===== config.mk =====
export PLATFORM = sky130hd
export DESIGN_NAME = pll_reset_seq_flat
export DESIGN_NICKNAME = d
export VERILOG_FILES = /design/src/rtl/pll_seq_pkg.sv /design/src/rtl/pll_reset_seq_if.sv /design/src/rtl/sync_2ff.sv /design/src/rtl/pll_reset_seq.sv /design/src/flat_wrapper.sv
export SDC_FILE = /design/constraint.sdc
export NUM_CORES = 1
export LEC_CHECK = 0
export CAP_MARGIN = 20
export CORE_ASPECT_RATIO = 0.5
export CORE_MARGIN = 2
export CORE_UTILIZATION = 51
export CTS_CLUSTER_DIAMETER = 200
export CTS_CLUSTER_SIZE = 8
export DETAILED_ROUTE_END_ITERATION = 10
export GPL_ROUTABILITY_DRIVEN = 0
export GPL_TIMING_DRIVEN = 1
export PLACE_DENSITY = 0.74
export SETUP_SLACK_MARGIN = 0.02
export SYNTH_ARGS = -nofsm -noshare
export SYNTH_HDL_FRONTEND = slang
export SYNTH_SLANG_ARGS = --single-unit

===== constraint.sdc =====
create_clock -name clk -period 3.7 [get_ports clk]
set_clock_uncertainty 0.2 [all_clocks]
set_input_delay 1.11 -clock clk [delete_from_list [all_inputs] [get_ports clk]]
set_output_delay 1.11 -clock clk [all_outputs]
set_load 0.005 [all_outputs]

===== src/rtl/pll_seq_pkg.sv =====
// pll_seq_pkg: state encoding, default timing parameters and the counter-width helper
// shared by the PLL reset sequencer and the downstream GPIO test block.
package pll_seq_pkg;
  typedef enum logic [2:0] {
    RST_PLL   = 3'd0,
    WAIT_LOCK = 3'd1,
    QUALIFY   = 3'd2,
    RUN       = 3'd3,
    FAULT     = 3'd4
  } state_t;
  localparam int unsigned DEF_RST_PULSE_CYC    = 16;
  localparam int unsigned DEF_LOCK_STABLE_CYC  = 1024;
  localparam int unsigned DEF_LOCK_TIMEOUT_CYC = 65536;
  localparam int unsigned DEF_MAX_RETRY        = 7;
  // Bits needed to hold n-1, never less than one.
  function automatic int unsigned cnt_w(input int unsigned n);
    return (n > 2) ? $clog2(n) : 1;
  endfunction
endpackage


===== src/rtl/pll_reset_seq_if.sv =====
// pll_reset_seq_if: PLL-side and status signals of the reset sequencer.
//   pll_LOCKED     PLL lock indication (async to clk)
//   pll_RSTN       active-low PLL reset
//   sys_rstn/run   downstream release, high only in RUN
//   fault          high only in FAULT
//   state          current state encoding
//   retry_cnt      retries consumed in the current bring-up
//   lock_loss_cnt  saturating count of lock losses in RUN
interface pll_reset_seq_if;
  logic       pll_LOCKED;
  logic       pll_RSTN;
  logic       sys_rstn;
  logic       run;
  logic       fault;
  logic [2:0] state;
  logic [3:0] retry_cnt;
  logic [7:0] lock_loss_cnt;
  modport master (
    input  pll_LOCKED,
    output pll_RSTN, sys_rstn, run, fault, state, retry_cnt, lock_loss_cnt
  );
  modport slave (
    output pll_LOCKED,
    input  pll_RSTN, sys_rstn, run, fault, state, retry_cnt, lock_loss_cnt
  );
endinterface


===== src/rtl/sync_2ff.sv =====
// sync_2ff: 1-bit two-flop synchronizer, synchronous active-low reset to 0.
//   clk, resetn  destination clock and reset
//   d            asynchronous input
//   q            synchronized output
module sync_2ff (
  input  logic clk,
  input  logic resetn,
  input  logic d,
  output logic q
);
  logic s1;
  always_ff @(posedge clk) begin
    if (!resetn) begin
      s1 <= 1'b0;
      q  <= 1'b0;
    end else begin
      s1 <= d;
      q  <= s1;
    end
  end
endmodule


===== src/rtl/pll_reset_seq.sv =====
// pll_reset_seq: PLL reset pulse, lock wait with timeout/retry, lock qualification and
// system reset release.
//   clk     system clock
//   resetn  synchronous active-low reset
//   bus     pll_reset_seq_if.master (PLL lock in; PLL reset, system reset and status out)
module pll_reset_seq
  import pll_seq_pkg::*;
#(
  parameter int unsigned RST_PULSE_CYC    = DEF_RST_PULSE_CYC,
  parameter int unsigned LOCK_STABLE_CYC  = DEF_LOCK_STABLE_CYC,
  parameter int unsigned LOCK_TIMEOUT_CYC = DEF_LOCK_TIMEOUT_CYC,
  parameter int unsigned MAX_RETRY        = DEF_MAX_RETRY
) (
  input logic            clk,
  input logic            resetn,
  pll_reset_seq_if.master bus
);
  localparam int unsigned MAX_A   = (RST_PULSE_CYC > LOCK_STABLE_CYC) ? RST_PULSE_CYC : LOCK_STABLE_CYC;
  localparam int unsigned MAX_CYC = (MAX_A > LOCK_TIMEOUT_CYC) ? MAX_A : LOCK_TIMEOUT_CYC;
  localparam int unsigned CW      = cnt_w(MAX_CYC);
  localparam logic [CW-1:0] PULSE_END  = CW'(RST_PULSE_CYC - 1);
  localparam logic [CW-1:0] STABLE_END = CW'(LOCK_STABLE_CYC - 1);
  localparam logic [CW-1:0] TMO_END    = CW'(LOCK_TIMEOUT_CYC - 1);
  localparam logic [3:0]    RETRY_MAX  = 4'(MAX_RETRY);
  state_t        st, nxt;
  logic [CW-1:0] cnt;
  logic [3:0]    retry;
  logic [7:0]    loss;
  logic          lock_s;
  logic          tmo;
  logic          retry_inc;
  logic          lost;
  sync_2ff u_sync (
    .clk    (clk),
    .resetn (resetn),
    .d      (bus.pll_LOCKED),
    .q      (lock_s)
  );
  // Lock is checked before the timeout so a lock in the final window cycle wins.
  assign tmo       = (st == WAIT_LOCK) && !lock_s && (cnt == TMO_END);
  assign retry_inc = tmo && (retry != RETRY_MAX);
  assign lost      = (st == RUN) && !lock_s;
  always_comb begin
    nxt = st;
    case (st)
      RST_PLL:   nxt = (cnt == PULSE_END) ? WAIT_LOCK : RST_PLL;
      WAIT_LOCK: nxt = lock_s ? QUALIFY : !tmo ? WAIT_LOCK : retry_inc ? RST_PLL : FAULT;
      QUALIFY:   nxt = !lock_s ? WAIT_LOCK : (cnt == STABLE_END) ? RUN : QUALIFY;
      RUN:       nxt = lock_s ? RUN : RST_PLL;
      FAULT:     nxt = FAULT;
      default:   nxt = RST_PLL;
    endcase
  end
  always_ff @(posedge clk) begin
    if (!resetn) begin
      st    <= RST_PLL;
      cnt   <= '0;
      retry <= '0;
      loss  <= '0;
    end else begin
      st    <= nxt;
      cnt   <= (nxt != st) ? '0 : cnt + 1'b1;
      retry <= lost ? 4'd0 : retry_inc ? retry + 4'd1 : retry;
      loss  <= (lost && loss != 8'hFF) ? loss + 8'd1 : loss;
    end
  end
  assign bus.pll_RSTN      = (st != RST_PLL);
  assign bus.sys_rstn      = (st == RUN);
  assign bus.run           = (st == RUN);
  assign bus.fault         = (st == FAULT);
  assign bus.state         = st;
  assign bus.retry_cnt     = retry;
  assign bus.lock_loss_cnt = loss;
endmodule


===== src/flat_wrapper.sv =====
// flat-port wrapper written by rule: the top's interface ports become plain ports
module pll_reset_seq_flat import pll_seq_pkg::*;
#(
  parameter int unsigned RST_PULSE_CYC    = DEF_RST_PULSE_CYC,
  parameter int unsigned LOCK_STABLE_CYC  = DEF_LOCK_STABLE_CYC,
  parameter int unsigned LOCK_TIMEOUT_CYC = DEF_LOCK_TIMEOUT_CYC,
  parameter int unsigned MAX_RETRY        = DEF_MAX_RETRY
)
  (clk, resetn, bus_pll_LOCKED, bus_pll_RSTN, bus_sys_rstn, bus_run, bus_fault, bus_state, bus_retry_cnt, bus_lock_loss_cnt);
  pll_reset_seq_if bus_i ();
  input logic clk;
  input logic resetn;
  input wire logic [$bits(bus_i.pll_LOCKED)-1:0] bus_pll_LOCKED;
  output wire logic [$bits(bus_i.pll_RSTN)-1:0] bus_pll_RSTN;
  output wire logic [$bits(bus_i.sys_rstn)-1:0] bus_sys_rstn;
  output wire logic [$bits(bus_i.run)-1:0] bus_run;
  output wire logic [$bits(bus_i.fault)-1:0] bus_fault;
  output wire logic [$bits(bus_i.state)-1:0] bus_state;
  output wire logic [$bits(bus_i.retry_cnt)-1:0] bus_retry_cnt;
  output wire logic [$bits(bus_i.lock_loss_cnt)-1:0] bus_lock_loss_cnt;
  assign bus_i.pll_LOCKED = bus_pll_LOCKED;
  assign bus_pll_RSTN = bus_i.pll_RSTN;
  assign bus_sys_rstn = bus_i.sys_rstn;
  assign bus_run = bus_i.run;
  assign bus_fault = bus_i.fault;
  assign bus_state = bus_i.state;
  assign bus_retry_cnt = bus_i.retry_cnt;
  assign bus_lock_loss_cnt = bus_i.lock_loss_cnt;
  pll_reset_seq #(.RST_PULSE_CYC(RST_PULSE_CYC), .LOCK_STABLE_CYC(LOCK_STABLE_CYC), .LOCK_TIMEOUT_CYC(LOCK_TIMEOUT_CYC), .MAX_RETRY(MAX_RETRY)) u_core (.clk(clk), .resetn(resetn), .bus(bus_i));
endmodule

==> metrics.md <==
| Metric | Value |
|---|---|
| Final hold vios | 0 |
| Largest cells by area after synthesis | dfxtp_1 38%, xor2_1 7.0%, nand2_1 5.1% |
| Hold buffers post-CTS | 0 |
| Yosys top cell area share | 37.7% |
| Slowest CP cell | clkdlybuf4s50_1 |
| Crit. End Element | register |
| Fin util | 66.2% |
| Final worst-path cycle share | 78.7% |
| CP Data Arrival Time | 2.93 ns |
| WL met1 | 1790 um |
| Synth warn | 0 |
| Final setup viols | 0 |
| Max IR drop VDD | 0.241 mV |
| Hold_sp | u_core.u_sync.s1 |
| Initial antenna violation count | 0 |
| Setup crit start kind | primary input |
| Syn Area/Cell | 8.84 um2 |
| Synth Area in Adders | 2.14% |
| Area grow syn2layout | 18.6% |
| Die width | 86.9 um |
| WP data required | 3.72 ns |
| Sequential fraction of the synthesis area | 37.7% |
| Largest family of logic cells by synthesized area | simple AND/OR/NAND/NOR gates |
| Drt initial violations | 69 |
| Met2 wire len | 1530 um |
| Most common cell in the synthesized netlist | dfxtp_1 |
| I/O Pins | 22 |
| Worst-path clk slew | 0.07 ns |
| First-pass GRT wire length | 6200 um |
| Hold WS | 0.236 ns |
| Cell Rows | 14 |
| Net Count, Synth | 204 |
| Worst reg2reg path startpoint | u_core.bus.state[1] |
| Die H | 45.4 um |
| Leakage | 0.000827 uW |
| Avg WL per Cell | 13.8 um |
| Design Power | 685 uW |
| Vias in the first global route | 1,383 |
| Largest net degree at the start of global routing | 17 |
| Post-synthesis cell type count | 43 |
| CP max stage delay | 0.59 ns |
| Avg Vias per Cell | 5.77 |
| Async SR Flop Fraction | 0% |
| Max-slew violations | 0 |
| Core ar. | 3140 um2 |
| Worst min path class | register to register |
| DRC Markers | 0 |
| Initial core utilization | 55.8% |
| Synth Area in XOR/XNOR | 11.5% |
| Final WS setup | 0.789 ns |
| Share of cells above drive strength 1 | 8.14% |
| Post-route ant nets | 0 |
| Fillcell total | 265 |
| CTS H-Tree Depth | 2 |
| CP Max Fanout | 9 |
| Postcts setup bufs | 0 |
| CTS Buffer Depth | 2 |
| Simple-Gate Fraction of Synth Area | 29.9% |
| Sink Count | 33 |
| Synth Instances | 198 |
| Ant diodes | 0 |
| Post-synth EDFFs | 0 |
| Slew @ Worst Pin | 0.745 ns |
| Top_reg_cell synth | dfxtp_1 |
| Post-place setup slack | 0.529 ns |
| Crit path from | resetn |
| HPWL after DPL | 2550 um |
| Highest attainable clock frequency | 344 MHz |
| Congestion Overflow GR | 0 |
| Metal3 WL | 248 um |
| Status | finished, final reports clean |
| Commonest cells in the netlist | 33 x dfxtp_1, 24 x nand2_1, 16 x nor2_1 |
| Post-Route WL | 3600 um |
| Yosys top cell by area | dfxtp_1 |
| Post-synthesis mux area share | 1.72% |
| Top routing layer used | met4 |
| GR Util All Layers | 20.6% |
| Post-cts sizing count | 0 |
| Root buf cell | clkbuf_8 |
| Critical path type | primary input to register |
| Combined area of the multi-input logic cells | 1020 um2 |
| Clock Latency Late Sink | 0.28 ns |
| # port buffers | 21 |
| Crit path cell chain | clkdlybuf4s50_1 -> clkinv_1 -> a211o_1 -> a31oi_2 -> buf_4 -> a2bb2oi_1 |
| TritonCTS clock tree | done |
| Period minus WS final | 2.91 ns |
| NumNets Final | 226 |
| RSZ-0062 raised after global routing | no |
| Slew headroom | 50.3% |
| Synthesized area | 1750 um2 |
| Max cap viols | 0 |
| PwrDens | 330 nW/um2 |
| Full die area | 3950 um2 |
| Final setup TNS | 0 ns |
| Reg area | 661 um2 |
| Seq cells post-synth | 33 |
| Num CTS Buffers | 5 |
| Pre-antenna DRT Iters | 4 |
| Compound-Gate Fraction of Synth Area | 12.7% |
| Vias | 1,507 |
## cell type report
class	instances	share of cell area, %
Multi-Input combinational cell	152	48.9
Sequential cell	33	31.8
Timing Repair Buffer	24	11.2
Clock buffer	7	4.64
Tap cell	40	2.41
Inverter	4	0.723
Clock inverter	1	0.241
## sequential cells by signal, summed over array words and instances (netlist names)
name and cells:
u_core.bus.lock_loss_cnt 8, u_core.bus.retry_cnt 4, u_core.cnt 16, u_core.bus.state 3, u_core.u_sync.q 1, u_core.u_sync.s1 1
## cell usage in the layout (no fill, tap or decap), types with 3 or more instances in the layout
| master | count |
|---|---|
| dfxtp_1 | 33 |
| nand2_1 | 24 |
| clkdlybuf4s50_1 | 21 |
| nor2_1 | 16 |
| xor2_1 | 14 |
| nand4_1 | 13 |
| xnor2_1 | 9 |
| o211ai_1 | 9 |
| nand3_1 | 8 |
| clkbuf_8 | 7 |
| o21a_1 | 6 |
| and2_1 | 5 |
| and3_1 | 5 |
| nor3_1 | 5 |
| nor4_1 | 3 |
| o31ai_1 | 3 |
| inv_1 | 3 |
| mux2i_1 | 3 |
| ha_1 | 3 |
| buf_4 | 3 |
## worst paths after layout
check	to	depth (start not counted)	slack (ns)
worst min register to register	u_core.u_sync.q	1	0.24
worst max register to register	u_core.cnt[4]	5	1.24
worst max-delay path	u_core.cnt[12]	6	0.79
worst min-delay path	u_core.u_sync.q	1	0.24
## report_power, final
group	switching [uW]	internal, uW	leakage [uW]	total (uW)
logic	11.1	8.96	0.000506	20.0
registers	4.60	359	0.000267	364
clock network	133	168	0.0000542	301
total	149	536	0.000827	685
## through the flow
stage               area (um2)  std cells
floorplan                 1750        198
finish                    2080        261
CTS                       2080        261
detailed placement        1970        253
global placement          1970        253
global route              2080        261
## cell families after synthesis
| kind of cell | count (synthesis) |
|---|---|
| flops | 33 |
| mux | 3 |
| xor+xnor | 23 |
| fa+ha+maj | 3 |
| buf+inv | 13 |
| compound gates | 29 |
| simple gates | 94 |
## critical path, delay by kind of cell
family / cells / cell delay, ns
AO/OA/AOI/OAI: 3 / 0.84
buffers and inverters: 3 / 0.97
## metal layers
layer | global-route usage [%] | up-vias
li1 | - | 758
met1 | 27.5 | 706
met2 | 32.2 | 36
met3 | 6.88 | 7
met4 | 6.25 | 0
met5 | 0 | -
Note: power is estimated with default switching activity, not from simulation.
